<file path="config.mk">
export PLATFORM = sky130hd
export DESIGN_NAME = vec_seq_ctrl
export DESIGN_NICKNAME = d
export VERILOG_FILES = /design/src/rtl/vec_seq_ctrl.sv
export SDC_FILE = /design/constraint.sdc
export NUM_CORES = 1
export LEC_CHECK = 0
export BUFFER_PORTS_ARGS = -buffer_cell sky130_fd_sc_hd__buf_2
export CAP_MARGIN = 20
export CORE_MARGIN = 2
export CORE_UTILIZATION = 57
export DETAILED_ROUTE_END_ITERATION = 8
export PLACE_DENSITY = 0.95
export SYNTH_ARGS = -nofsm -noshare
export SYNTH_HDL_FRONTEND = slang
export SYNTH_SLANG_ARGS = --single-unit
</file>
<file path="constraint.sdc">
create_clock -name clk -period 5.23 [get_ports clk]
set_input_delay 0.2615 -clock clk [delete_from_list [all_inputs] [get_ports clk]]
set_output_delay 0.2615 -clock clk [all_outputs]
set_load 0.05 [all_outputs]
</file>
<file path="src/rtl/vec_seq_ctrl.sv">
// Element sequencer for the CFU vector datapath: command latch, per-element strobe, drain, response.
// Optional define VEC_SEQ_STALL_EN adds a dp_stall input that freezes element issue in EXEC.
module vec_seq_ctrl #(
    parameter int unsigned VLMAX   = 8,
    parameter int unsigned CNT_W   = 4,
    parameter int unsigned ALU_LAT = 1
) (
    input  logic             clk,
    input  logic             reset_n,
    input  logic             cmd_valid,
    output logic             cmd_ready,
    input  logic [9:0]       cmd_payload_function_id,
    input  logic [31:0]      cmd_payload_inputs_0,
    input  logic [31:0]      cmd_payload_inputs_1,
    output logic             rsp_valid,
    input  logic             rsp_ready,
    output logic [31:0]      rsp_payload_outputs_0,
    output logic             dec_valid,
    output logic [9:0]       dec_function_id,
    output logic [31:0]      dec_inputs_0,
    output logic [31:0]      dec_inputs_1,
    output logic             elem_en,
    output logic [CNT_W-1:0] elem_idx,
    input  logic [31:0]      dp_byte_sum,
`ifdef VEC_SEQ_STALL_EN
    input  logic             dp_stall,
`endif
    output logic [CNT_W-1:0] vl,
    output logic             busy,
    output logic             err
);

    localparam int unsigned PW = (ALU_LAT > 0) ? ALU_LAT : 1;

    typedef enum logic [1:0] {StIdle, StExec, StDrain, StResp} state_e;

    state_e           state_q, state_d;
    logic [CNT_W-1:0] idx_q, idx_d;
    logic [CNT_W-1:0] vl_q, vl_d;
    logic [1:0]       drain_q, drain_d;
    logic [31:0]      acc_q, acc_d;
    logic [31:0]      rsp_q, rsp_d;
    logic [PW-1:0]    en_pipe_q;
    logic             err_q, err_d;
    logic             dec_valid_q, dec_valid_d;
    logic [9:0]       dec_fid_q;
    logic [31:0]      dec_in0_q, dec_in1_q;
    logic             stall, accept, last_elem, en_del;
    logic [2:0]       op_in, op_q;

`ifdef VEC_SEQ_STALL_EN
    assign stall = dp_stall;
`else
    assign stall = 1'b0;
`endif

    assign op_in     = cmd_payload_function_id[2:0];
    assign op_q      = dec_fid_q[2:0];
    assign accept    = cmd_valid && (state_q == StIdle);
    assign elem_en   = (state_q == StExec) && !stall;
    assign last_elem = (idx_q == vl_q - CNT_W'(1));
    // elem_en aligned to the cycle its dp_byte_sum is valid
    assign en_del    = (ALU_LAT == 0) ? elem_en : en_pipe_q[PW-1];

    always_comb begin
        state_d     = state_q;
        idx_d       = idx_q;
        vl_d        = vl_q;
        drain_d     = drain_q;
        rsp_d       = rsp_q;
        err_d       = err_q;
        dec_valid_d = dec_valid_q;
        acc_d       = acc_q;
        if (en_del && op_q == 3'd5) begin
            acc_d = acc_q + dp_byte_sum;
        end

        case (state_q)
            StIdle: begin
                if (accept) begin
                    dec_valid_d = 1'b1;
                    case (op_in)
                        3'd0: begin
                            vl_d    = (cmd_payload_inputs_0 > 32'(VLMAX)) ? CNT_W'(VLMAX)
                                                                          : cmd_payload_inputs_0[CNT_W-1:0];
                            rsp_d   = 32'(vl_d);
                            state_d = StResp;
                        end
                        3'd6, 3'd7: begin
                            err_d   = 1'b1;
                            rsp_d   = 32'hFFFF_FFFF;
                            state_d = StResp;
                        end
                        default: begin
                            if (vl_q == '0) begin
                                rsp_d   = 32'd0;
                                state_d = StResp;
                            end else begin
                                idx_d   = '0;
                                acc_d   = 32'd0;
                                state_d = StExec;
                            end
                        end
                    endcase
                end
            end
            StExec: begin
                if (!stall) begin
                    idx_d = idx_q + CNT_W'(1);
                    if (last_elem) begin
                        if (ALU_LAT > 0) begin
                            drain_d = 2'd0;
                            state_d = StDrain;
                        end else begin
                            rsp_d   = (op_q == 3'd5) ? acc_d : 32'd0;
                            state_d = StResp;
                        end
                    end
                end
            end
            StDrain: begin
                if (drain_q == 2'(ALU_LAT - 1)) begin
                    rsp_d   = (op_q == 3'd5) ? acc_d : 32'd0;
                    state_d = StResp;
                end else begin
                    drain_d = drain_q + 2'd1;
                end
            end
            StResp: begin
                if (rsp_ready) begin
                    dec_valid_d = 1'b0;
                    rsp_d       = 32'd0;
                    state_d     = StIdle;
                end
            end
            default: state_d = StIdle;
        endcase
    end

    always_ff @(posedge clk or negedge reset_n) begin
        if (!reset_n) begin
            state_q     <= StIdle;
            idx_q       <= '0;
            vl_q        <= '0;
            drain_q     <= 2'd0;
            acc_q       <= 32'd0;
            rsp_q       <= 32'd0;
            err_q       <= 1'b0;
            dec_valid_q <= 1'b0;
            dec_fid_q   <= 10'd0;
            dec_in0_q   <= 32'd0;
            dec_in1_q   <= 32'd0;
            en_pipe_q   <= '0;
        end else begin
            state_q     <= state_d;
            idx_q       <= idx_d;
            vl_q        <= vl_d;
            drain_q     <= drain_d;
            acc_q       <= acc_d;
            rsp_q       <= rsp_d;
            err_q       <= err_d;
            dec_valid_q <= dec_valid_d;
            if (accept) begin
                dec_fid_q <= cmd_payload_function_id;
                dec_in0_q <= cmd_payload_inputs_0;
                dec_in1_q <= cmd_payload_inputs_1;
            end
            en_pipe_q[0] <= elem_en;
            for (int unsigned i = 1; i < PW; i++) begin
                en_pipe_q[i] <= en_pipe_q[i-1];
            end
        end
    end

    assign cmd_ready             = (state_q == StIdle);
    assign rsp_valid             = (state_q == StResp);
    assign busy                  = (state_q != StIdle);
    assign rsp_payload_outputs_0 = rsp_q;
    assign dec_valid             = dec_valid_q;
    assign dec_function_id       = dec_fid_q;
    assign dec_inputs_0          = dec_in0_q;
    assign dec_inputs_1          = dec_in1_q;
    assign elem_idx              = idx_q;
    assign vl                    = vl_q;
    assign err                   = err_q;

endmodule

</file>
Yosys cells after proc, flatten, opt, wreduce, memory -nomap -nowiden. Index checks and enable logic that the tools add are counted.

Reductions and logical operators: 19. Mux-type cells: 30. Equality and inequality tests: 15. Add/sub/neg operators: 4. Bitwise logic cells: 1. $lt $le $gt $ge: 1.

Operators with widths (number): two-way mux 32 bit (10); one-hot mux 32 bit (3 select lines) (1); one-hot mux 32 bit (2 select lines) (1); adder 32 bit (1); > comparator 32 x 4 -> 1 bit (second input constant) (1); two-way mux 2 bit (8); two-way mux 4 bit (4); AND reduction 3 bit (4); == test 3 bit (second input constant) (3); inequality test 2 bit (second input constant) (4); one-hot mux 2 bit (4 select lines) (1); one-hot mux 4 bit (2 select lines) (1); AND reduction 4 bit (2); nonzero test 2 bit (4); inequality test 2 x 1 -> 1 bit (second input constant) (3); AND reduction 5 bit (1); adder 4 x 1 -> 4 bit (second input constant) (1); == test 2 bit (second input constant) (2); == test 4 bit (1); logical NOT 2 bit (2); logical NOT 4 bit (1); inequality test 4 x 1 -> 1 bit (second input constant) (1); one-hot mux 2 bit (2 select lines) (1); subtractor 4 x 1 -> 4 bit (second input constant) (1); 9 further kinds (11).

Output and inout port bits: 120. Bits in registers: 153. Bits of input ports: 110. Word-level logic and storage cells: 82.

Depth between registers and ports, before layout.
Word-level depth: 7. Gate-level depth with buffers: 11. Depth with buffers taken out: 11.

Least setup slack after synthesis. Ideal clock, no wire load.

Kind: register -> register. Start: register state_q[0]. End: register rsp_q[31], in the netlist rsp_payload_outputs_0[31]. Library setup time: 0.124 ns. Data arrival time: 2.492 ns. Clock period less this slack: 2.616 ns. Data required time: 5.106 ns. Path slack: 2.614 ns. Stages on the path, launching flop included: 11. Cell sequence: dfrtp_1 -> inv_1 -> ha_1 -> clkbuf_1 -> inv_1 -> o21bai_1 -> nor3_1 -> buf_2 -> nor2_1 -> nor4_1 -> a211o_1.

Cells in the longest elaborated chain, start to end: 4. Elaborated cells between the ends (all ways): 12. Classes of those cells: 7 x eq/ne; 1 x mux; 1 x bitwise; 3 x reduce/logical.

Ends and longest elaborated chain: start: declaration (line 37) `state_e state_q, state_d;`; start signal: assignment (line 142) `state_q <= StIdle;`; start signal: assignment (line 155) `state_q <= state_d;`; logical NOT 2 bit (*); named net cmd_ready (line 11) `output logic cmd_ready,`; logical AND 1 bit (line 59) `assign accept = cmd_valid && (state_q == StIdle);`; inequality test 2 x 1 -> 1 bit (no source line); AND reduction 5 bit (no source line); end signal: assignment (line 160) `rsp_q <= rsp_d;`; end: declaration (line 42) `logic [31:0] rsp_q, rsp_d;`.

Mark *: on every way through the listed nets, which the timed path passes. The rest lies on a longest branch. A chain may end at the register's enable or synchronous reset.

Final worst setup path.
Start: register state_q[0]. End: register rsp_q[27], in the netlist rsp_payload_outputs_0[27].

Cells in the longest elaborated chain, start to end: 4. Elaborated cells between the ends (all ways): 12. Classes of those cells: 7 x eq/ne; 1 x mux; 1 x bitwise; 3 x reduce/logical.

Ends and longest elaborated chain (line): logical NOT 2 bit (59, 78); logical AND 1 bit (59); inequality test 2 x 1 -> 1 bit (no source line); AND reduction 5 bit (no source line).

Parallel ways exist; a longest one is shown, timed or not.

==> reports/metrics.cfg <==
[layout]
mostFrequentLayoutCell = buf_2
instances_no_fill = 1218
layout_common_cells = buf_2, dfrtp_1, nor2_1
design_area_um2 = 10100
n_antenna_cell = 0
seq_area_um2 = 3830
final_core_util_pct = 70.5
area_growth_pct = 22.3
n_fill_cell = 1035
multi_input_area_um2 = 4230
drive_gt1_share_pct = 34.9
nNetsFinal = 1172

[power]
vdd_drop_max_mv = 0.659
power.total_w = 0.00804
power.density_nw_per_um2 = 794
p_leak_nw = 4.85

[drt]
routed_wl_mm = 23.8
drt_first_pass_iters = 6
wire_per_inst_um = 19.5
antenna_left = 0
vias = 7243
drt-vias-per-instance = 5.95
drtIter0Drc = 537
route.detailed.drc = 0

[run_status]
outcome = completed

[grt]
grt.total_usage_pct = 30.8
grt_pass1_vias = 7401
grt_pass1_wl_mm = 37.9
antenna_found_initial = 0
overflow = 0
grt_start_max_net_pins = 95

[worst_setup_path]
cp.arrival_ps = 3390
cp_max_fo = 38
worstSetupPathType = reg2reg
slowest_delay_ps = 770
path_cells = inv_1 -> ha_1 -> inv_1 -> o22ai_1 -> o21bai_1 -> nor3_2 -> buf_4 -> o31a_1 -> nand2_1 -> o21ai_0 -> a21oi_1
start_kind = register
slowest_stage = o31a_1
r2r-start = state_q[0]
cp-end-kind = register
critPathLaunch = state_q[0]
critPathRequiredTime_ps = 5500
path_common_cell = inv_1

[placement]
dpl.hpwl_mm = 17.5
dp.cells = 1186
port-buffer-count = 229
place.gp.congestion = 0.956
dpl_cell_area_um2 = 9560

[synth]
synth_top_area_share_pct = 46.2
synth_seq_cells = 153
ys_seq_area_share_pct = 46.2
syn_inst = 805
synth_nets = 955
ys_top_cells_by_area = dfrtp_1, mux2_2, ha_1, a21oi_1, nor2_1
syn_avg_cell_area_um2 = 10.3
yosys.area.top_type = dfrtp_1
synth-main-ff-cell = dfrtp_1
ys_warn_count = 0
async_flop_share_pct = 100
synth_edf_count = 0
syn_area_um2 = 8290
synth.distinct_cells = 67

[clock_network]
cts_buffer_depth = 2
cts_tree = yes
clock-sinks = 153
numCtsBuffers = 17
root_buffer = clkbuf_16
htreeDepth = 4
clk-insertion-delay-late_ps = 430
cts.clk_slew.worst_paths_ps = 70
post_cts_buffers = 0

[die]
fp.dieH_um = 125
core-area_um2 = 14400
die_width_um = 125
placementRows = 44
start_util_pct = 57.7
ioPinCount = 230
dieArea_um2 = 15500

[timing]
setup_viol = 0
finClkSkew_ps = 15.7
relSlewSlack_pct = 29.9
layout_min_cycle_time_ps = 3110
fin_crit_sh_pct = 59.5
drv_slew = 0
setup_tns_ps = 0
max_freq_mhz = 321
rsz0062_at_grt = false
tightest_slew_ps = 1040
hold_viol = 0

[worst_hold_path]
min_path_type = in2reg
hold_start = cmd_payload_inputs_1[17]

[job]
drv_cap = 0

## final timing paths
path / endpoint / slack (ps) / depth (start not counted)
max: rsp_payload_outputs_0[27] / 2120 / 11
min: dec_inputs_1[17] / 50 / 2
max reg2reg: rsp_payload_outputs_0[27] / 2120 / 11
min reg2reg: rsp_payload_outputs_0[10] / 490 / 1
max in group asynchronous: dec_inputs_0[10] / 3440 / 3
min in group asynchronous: rsp_payload_outputs_0[14] / 480 / 2
## synthesized netlist by cell type (2+ instances only)
cell	number
o211ai_1	8
ha_1	39
o31a_1	2
and2_1	9
a31oi_4	3
o22ai_1	2
o21ai_2	3
nor2_1	79
o221ai_1	2
nor3b_1	2
mux2_2	75
a211oi_1	7
mux2i_1	15
a31oi_1	4
o21bai_1	6
buf_2	4
nor3_1	18
nor4_1	9
o21ai_0	45
nand3b_1	2
inv_1	23
nor2b_1	2
nand3_1	12
a21oi_1	66
buf_1	2
o21a_1	18
o31ai_1	6
or3_1	2
a211o_1	2
nand2b_1	5
clkbuf_1	28
xor2_1	13
a21oi_2	3
nand2_1	61
a21o_1	12
nand4_1	3
xnor2_1	16
and3_1	4
dfrtp_1	153
a221oi_1	5
a211oi_2	4
a21boi_0	6
## worst max-delay path, delay by kind of cell (launching register included)
family                     cells  cell delay (ps)
and+or+nand+nor                2              340
DFF                            1              390
buffers and inverters          3              630
AOI/OAI and AO/OA              5             1280
adders and majority gates      1              290
## power by group
group | internal [W] | leakage, nW | switching (W)
Sequential | 0.00176 | 1.86 | 0.000361
Combinational | 0.00142 | 2.72 | 0.00331
Clock | 0.000643 | 0.263 | 0.000540
Total | 0.00383 | 4.85 | 0.00421
## repair_timing
item                      4_1_cts  5_1_grt
hold endpoints to repair       93        0
hold buffers                    1        0
gates resized for setup         0        0
## per-stage QoR
| stage | hold slack (ps) | setup slack [ps] |
|---|---|---|
| global route | 48.8 | 1930 |
| floorplan | -34.1 | 2610 |
| finish | 52.7 | 2120 |
| CTS | 46.8 | 2190 |
| detailed placement | 403 | 2210 |
| global placement | 385 | 2400 |
## sequential cells by signal, summed over array words and instances, names as in the netlist
name and count:
dec_inputs_1 32, elem_idx 4, dec_function_id 10, acc_q 32, rsp_payload_outputs_0 32, dec_valid 1
en_del 1, dec_inputs_0 32, err 1, vl 4, drain_q 2, state_q 2
## cell families after synthesis
family	after synthesis	share of synthesized area, %
adder cells (fa/ha/maj)	40	6.13
AO/OA/AOI/OAI	220	17.9
buffers and inverters	60	2.93
AND/OR/NAND/NOR	212	11.6
multiplexers	91	12.2
flip-flops	153	46.2
XOR/XNOR	29	3.07
## layer usage
| metal | track usage [%] | wire length [um] |
|---|---|---|
| met2 | 54.5 | 12200 |
| met1 | 35.7 | 8960 |
| met5 | 0 | 0 |
| met4 | 13.8 | 920 |
| met3 | 6.96 | 1700 |
## area by class of cell
class                   instances  area share (%)
flip-flops and latches        153            37.8
clock buffers                  19            4.47
repair buffers                235            11.8
multi-input cells             592            41.7
inverters                      23           0.852
clock inverters                12            1.04
well taps                     184            2.27
Note: power is estimated with default switching activity, not from simulation.
